<file path="src/rtl/sccomp_run_monitor.sv">
// Run-control and state-dump unit for sccomp: arms on start, stops on a PC hit-count
// or cycle budget, holds the CPU and streams pc/instr/cycles/registers over valid/ready.
module sccomp_run_monitor #(
  parameter int PC_W   = 32,
  parameter int DATA_W = 32,
  parameter int NREG   = 32,
  parameter int CNT_W  = 32,
  parameter int SEL_W  = 5,
  localparam int IDX_W = $clog2(NREG + 3)
) (
  input  logic              clk,
  input  logic              rstn,
  input  logic              start,
  input  logic [PC_W-1:0]   stop_pc,
  input  logic [CNT_W-1:0]  hit_target,
  input  logic [CNT_W-1:0]  cycle_limit,
  input  logic [PC_W-1:0]   pc,
  input  logic [PC_W-1:0]   instr,
  output logic [SEL_W-1:0]  reg_sel,
  input  logic [DATA_W-1:0] reg_data,
  output logic              cpu_halt,
  output logic              dump_valid,
  input  logic              dump_ready,
  output logic [DATA_W-1:0] dump_data,
  output logic [IDX_W-1:0]  dump_idx,
  output logic              busy,
  output logic              done,
  output logic [1:0]        stop_cause,
  output logic [CNT_W-1:0]  cycle_count
);

  typedef enum logic [1:0] {S_IDLE, S_RUN, S_DUMP, S_DONE} state_t;

  // wr_idx is one bit wider than dump_idx so it can hold the one-past-last value.
  localparam logic [IDX_W:0]   NWORDS   = (IDX_W + 1)'(NREG + 3);
  localparam logic [IDX_W:0]   FIRST_RG = (IDX_W + 1)'(3);
  localparam logic [IDX_W-1:0] LAST_IDX = IDX_W'(NREG + 2);

  state_t            state, state_nx;
  logic [PC_W-1:0]   stop_pc_q, snap_pc, snap_instr;
  logic [CNT_W-1:0]  hit_target_q, cycle_limit_q, hit_cnt, snap_cnt;
  logic [IDX_W:0]    wr_idx, sel_idx;
  logic [CNT_W-1:0]  cnt_inc;
  logic [DATA_W-1:0] word;
  logic              arm, match, pc_stop, timeout, load, last_acc;

  assign arm      = start && (state == S_IDLE || state == S_DONE);
  assign match    = (pc == stop_pc_q);
  assign cnt_inc  = (&cycle_count) ? cycle_count : cycle_count + CNT_W'(1);
  assign pc_stop  = match && (hit_target_q != '0) && (hit_cnt + CNT_W'(1) == hit_target_q);
  assign timeout  = (cycle_limit_q != '0) && (cycle_count + CNT_W'(1) == cycle_limit_q);
  assign load     = (state == S_DUMP) && (!dump_valid || dump_ready) && (wr_idx < NWORDS);
  assign last_acc = (state == S_DUMP) && dump_valid && dump_ready && (dump_idx == LAST_IDX);

  assign sel_idx  = wr_idx - FIRST_RG;
  assign reg_sel  = (state == S_DUMP && wr_idx >= FIRST_RG && wr_idx < NWORDS)
                    ? SEL_W'(sel_idx) : '0;

  assign busy     = (state == S_RUN) || (state == S_DUMP);
  assign cpu_halt = (state == S_DUMP) || (state == S_DONE);
  assign done     = (state == S_DONE);

  always_comb begin
    // NOTE: every combinational output gets a default first so no path infers a latch.
    word = reg_data;
    case (wr_idx)
      (IDX_W + 1)'(0): word = DATA_W'(snap_pc);
      (IDX_W + 1)'(1): word = DATA_W'(snap_instr);
      (IDX_W + 1)'(2): word = DATA_W'(snap_cnt);
      default:         word = reg_data;
    endcase
  end

  always_comb begin
    state_nx = state;
    unique case (state)
      S_IDLE, S_DONE: if (start) state_nx = S_RUN;
      S_RUN:          if (pc_stop || timeout) state_nx = S_DUMP;
      S_DUMP:         if (last_acc) state_nx = S_DONE;
      default:        state_nx = S_IDLE;
    endcase
  end

  // NOTE: sequential state uses non-blocking assignments so every flop samples pre-edge values.
  always_ff @(posedge clk or negedge rstn) begin
    if (!rstn) state <= S_IDLE;
    else       state <= state_nx;
  end

  always_ff @(posedge clk or negedge rstn) begin
    if (!rstn) begin
      stop_pc_q     <= '0;
      hit_target_q  <= '0;
      cycle_limit_q <= '0;
      hit_cnt       <= '0;
      cycle_count   <= '0;
      stop_cause    <= '0;
      snap_pc       <= '0;
      snap_instr    <= '0;
      snap_cnt      <= '0;
      wr_idx        <= '0;
      dump_valid    <= 1'b0;
      dump_data     <= '0;
      dump_idx      <= '0;
    end else begin
      if (arm) begin
        stop_pc_q     <= stop_pc;
        hit_target_q  <= hit_target;
        cycle_limit_q <= cycle_limit;
        hit_cnt       <= '0;
        cycle_count   <= '0;
        stop_cause    <= '0;
        wr_idx        <= '0;
        dump_valid    <= 1'b0;
      end
      if (state == S_RUN) begin
        cycle_count <= cnt_inc;
        if (match) hit_cnt <= hit_cnt + CNT_W'(1);
        if (pc_stop || timeout) begin
          snap_pc    <= pc;
          snap_instr <= instr;
          snap_cnt   <= cnt_inc;
          stop_cause <= pc_stop ? 2'd1 : 2'd2;
          wr_idx     <= '0;
        end
      end
      if (load) begin
        dump_data  <= word;
        dump_idx   <= wr_idx[IDX_W-1:0];
        dump_valid <= 1'b1;
        wr_idx     <= wr_idx + (IDX_W + 1)'(1);
      end else if (last_acc) begin
        dump_valid <= 1'b0;
      end
    end
  end

endmodule

</file>
<file path="config.mk">
export PLATFORM = sky130hd
export DESIGN_NAME = sccomp_run_monitor
export DESIGN_NICKNAME = d
export VERILOG_FILES = /design/src/rtl/sccomp_run_monitor.sv
export SDC_FILE = /design/constraint.sdc
export NUM_CORES = 1
export LEC_CHECK = 0
export BUFFER_PORTS_ARGS = -buffer_cell sky130_fd_sc_hd__buf_4
export CAP_MARGIN = 20
export CORE_MARGIN = 2
export CORE_UTILIZATION = 50
export CTS_BUF_LIST = sky130_fd_sc_hd__clkbuf_16
export CTS_CLUSTER_SIZE = 30
export DETAILED_ROUTE_END_ITERATION = 16
export PLACE_DENSITY = 0.72
export SLEW_MARGIN = 20
export SYNTH_ARGS = -nofsm -noshare
export SYNTH_HDL_FRONTEND = slang
export SYNTH_SLANG_ARGS = --single-unit
export TNS_END_PERCENT = 20
</file>
<file path="constraint.sdc">
create_clock -name clk -period 8.5 [get_ports clk]
set_input_delay 0.425 -clock clk [delete_from_list [all_inputs] [get_ports clk]]
set_output_delay 0.425 -clock clk [all_outputs]
set_load 0.02 [all_outputs]
</file>
==> metrics.md <==
| Metric | Value |
|---|---|
| Main synth FF type | dfrtp_1 |
| Syn Std Cell Area | 17000 µm² |
| Post-synthesis xor/xnor area fraction | 6.87% |
| Register area share after synthesis | 45.1% |
| First-pass GRT wire length | 84800 µm |
| Number of I/O pins | 277 |
| Layout Nets | 2078 |
| Row count | 67 |
| Adder-Cell Fraction of Synth Area | 0.737% |
| Detailed Route WL | 54700 µm |
| Setup Total Neg Slack | 0 ps |
| Failing checks | negative hold slack |
| Leakage | 9.02 nW |
| Quantity of gates resized following cts | 0 |
| Min Clock Period, post-route | 5370 ps |
| Tot Pwr | 5.99 mW |
| Global-route usage over all layers | 30.7% |
| YS warnings | 0 |
| Largest net degree at the start of global routing | 127 |
| Vias in the first global route | 14375 |
| Total CTS buffers | 36 |
| Initial drt markers | 1308 |
| Complex-gate fraction of the synthesized area | 13.2% |
| TritonCTS clock tree | done |
| Critical path data required time | 8910 ps |
| Final slew viol count | 0 |
| Share of cells above drive strength 1 | 29.3% |
| Number of synthesized flops with an enable pin | 0 |
| Width of the die | 188 µm |
| DRC viols | 0 |
| Flop-to-flop setup slack | 3130 ps |
| Avg WL per Cell | 23.3 µm |
| Cell taking the most area after synthesis | dfrtp_1 |
| Clock root buffer | clkbuf_16 |
| Mux share of post-synthesis cell area | 12.9% |
| Distinct cells, synth | 80 |
| Synthesized Nets | 1875 |
| CP Class | flip-flop to flip-flop |
| Clock Latency Late Sink | 530 ps |
| Post-synth top area share | 45.1% |
| Hold slack final | -15.3 ps |
| Max clock buf depth | 3 |
| Clock-pin slew on the worst setup and hold paths | 60 ps |
| Crit. End Element | flip-flop |
| Clock skew | 19.0 ps |
| Die area | 35400 µm² |
| Achievable Freq | 186 MHz |
| RSZ-0062 raised after global routing | no |
| 1st-pass router iterations | 9 |
| Avg Cell Area, Syn | 10.2 µm² |
| Most common cell after layout, fill and taps aside | dfrtp_1 |
| Most frequent cells in the layout | dfrtp_1, buf_4, mux2_2 |
| Via density | 6.18 |
| Routability congestion estimate | 0.962 |
| Initial antenna violation count | 2 |
| Post-CTS Repair Setup Buffers | 0 |
| Port-buffer cells | 276 |
| Die height | 188 µm |
| Outcome | complete, but fails checks |
| Largest family of logic cells by synthesized area | simple AND/OR/NAND/NOR gates |
| Worst Tran Pin Value | 998 ps |
| Synth Register Bits | 306 |
| CP max FO | 65 |
| Synth area leaders | dfrtp_1, mux2_2, xnor2_1 |
| CTS hold repair buffers | 0 |
| H-tree depth | 2 |
| Vias | 14511 |
| Post-Syn Instances | 1669 |
| Setup crit start kind | flip-flop |
| Max IR drop VDD | 182 µV |
| Initial Util | 50.7% |
| Final Core Density | 61.2% |
| Synth Area in Simple Gates | 17.3% |
| Worst min path class | primary input to async pin |
| Grt total ovfl | 0 |
| FFs w/ async S/R, synth | 100% |
| CP arrival | 5780 ps |
| CTS sink count | 306 |
| Pwr Density | 292 nW/µm² |
| Max_cap viols | 0 |
| Area grow syn2layout | 20.7% |
| Slew headroom | 32.8% |
| Post-route ant nets | 0 |
| Tcrit/Tclk final | 63.2% |
| # setup viols final | 0 |
| Fin. Hold Viols | 6 |
| HPWL Detailed | 40300 µm |
| Core Area | 33400 µm² |
-- final timing paths --
path	start	end	depth (start not counted)
min in group clk	cycle_limit[16]	cycle_limit_q[16]$_DFFE_PN0P_	3
min reg2reg	hit_cnt[31]$_DFF_PN0_	hit_cnt[31]$_DFF_PN0_	1
max	cycle_count[0]$_DFFE_PN0P_	snap_cnt[14]$_DFFE_PN0P_	11
min	rstn	snap_instr[7]$_DFFE_PN0P_	1
max in group asynchronous	rstn	dump_data[18]$_DFFE_PN0P_	2
max reg2reg	cycle_count[0]$_DFFE_PN0P_	snap_cnt[14]$_DFFE_PN0P_	11
-- synth_stat cells (5+ instances only) --
cell type	number
a21o_1	6
nor3b_1	5
nor2_1	104
buf_4	9
nand2_1	162
o41ai_1	9
xnor2_1	71
clkbuf_1	83
nor2b_1	7
dfrtp_1	306
nor3_1	30
o21ai_0	69
xor2_1	49
o22ai_1	9
o31ai_1	21
mux2_4	6
and4_1	14
or3_1	12
and3_1	18
mux2_2	180
a31oi_1	50
ha_1	10
a21oi_1	43
buf_1	10
and2_1	14
nor4_2	5
o211ai_1	9
a222oi_1	32
nand2b_1	18
a311oi_1	25
mux2i_1	6
nand3_1	43
inv_1	21
nor4_1	45
nand4_1	45
or4_1	12
buf_2	24
o21a_1	5
a21boi_0	5
o311ai_0	5
-- cell families (layout without fill, tap and decap cells) --
logic type	Yosys count	count (layout)
AOI/OAI and AO/OA	323	323
xor gates and xnor gates	125	125
adders and majority gates	10	10
buffers and inverters	151	379
DFF	306	306
muxes	193	193
other	0	2
and+or+nand+nor	561	561
-- where the power goes --
| group | total, mW | leakage (nW) | switching, mW | internal (mW) |
|---|---|---|---|---|
| logic | 2.12 | 4.40 | 1.18 | 0.937 |
| registers | 2.22 | 3.98 | 0.414 | 1.81 |
| clock network | 1.65 | 0.637 | 0.618 | 1.03 |
| total | 5.99 | 9.02 | 2.21 | 3.77 |
-- worst max-delay path, stage by stage (launching register included) --
cell and delay (ps):
dfrtp_1 490, ha_1 350, nand3_2 280, or4_1 950, or4_1 620, and2_4 190
a22o_1 220, nor4_1 200, and4_1 300, a41o_4 430, buf_4 710, mux2_2 420
-- metal layers --
layer | global-route usage [%] | vias up | part of all wire, %
li1 | - | 6614 | -
met1 | 40.3 | 7244 | 41
met2 | 51.1 | 530 | 49
met3 | 4.43 | 123 | 5.9
met4 | 12.6 | 0 | 4.0
met5 | 0 | - | 0
-- metrics by stage --
step	cell area, µm²	cells	setup slack (ps)	hold slack, ps
finish	20500	2347	3130	-15.3
global route	20500	2347	2810	91.5
CTS	20500	2345	3210	51.6
detailed placement	19200	2282	3230	493
global placement	19200	2282	3320	481
floorplan	17000	1669	4730	129
-- area by class of cell --
cell class / count / area (µm²)
diodes: 2 / 5.00
clock buffers: 37 / 926
clock inverters: 26 / 324
fillers: 2830 / 13000
inverters: 22 / 82.6
multi-input cells: 1212 / 8700
flip-flops and latches: 306 / 7660
well taps: 448 / 561
repair buffers: 294 / 2210
Note: power is estimated with default switching activity, not from simulation.
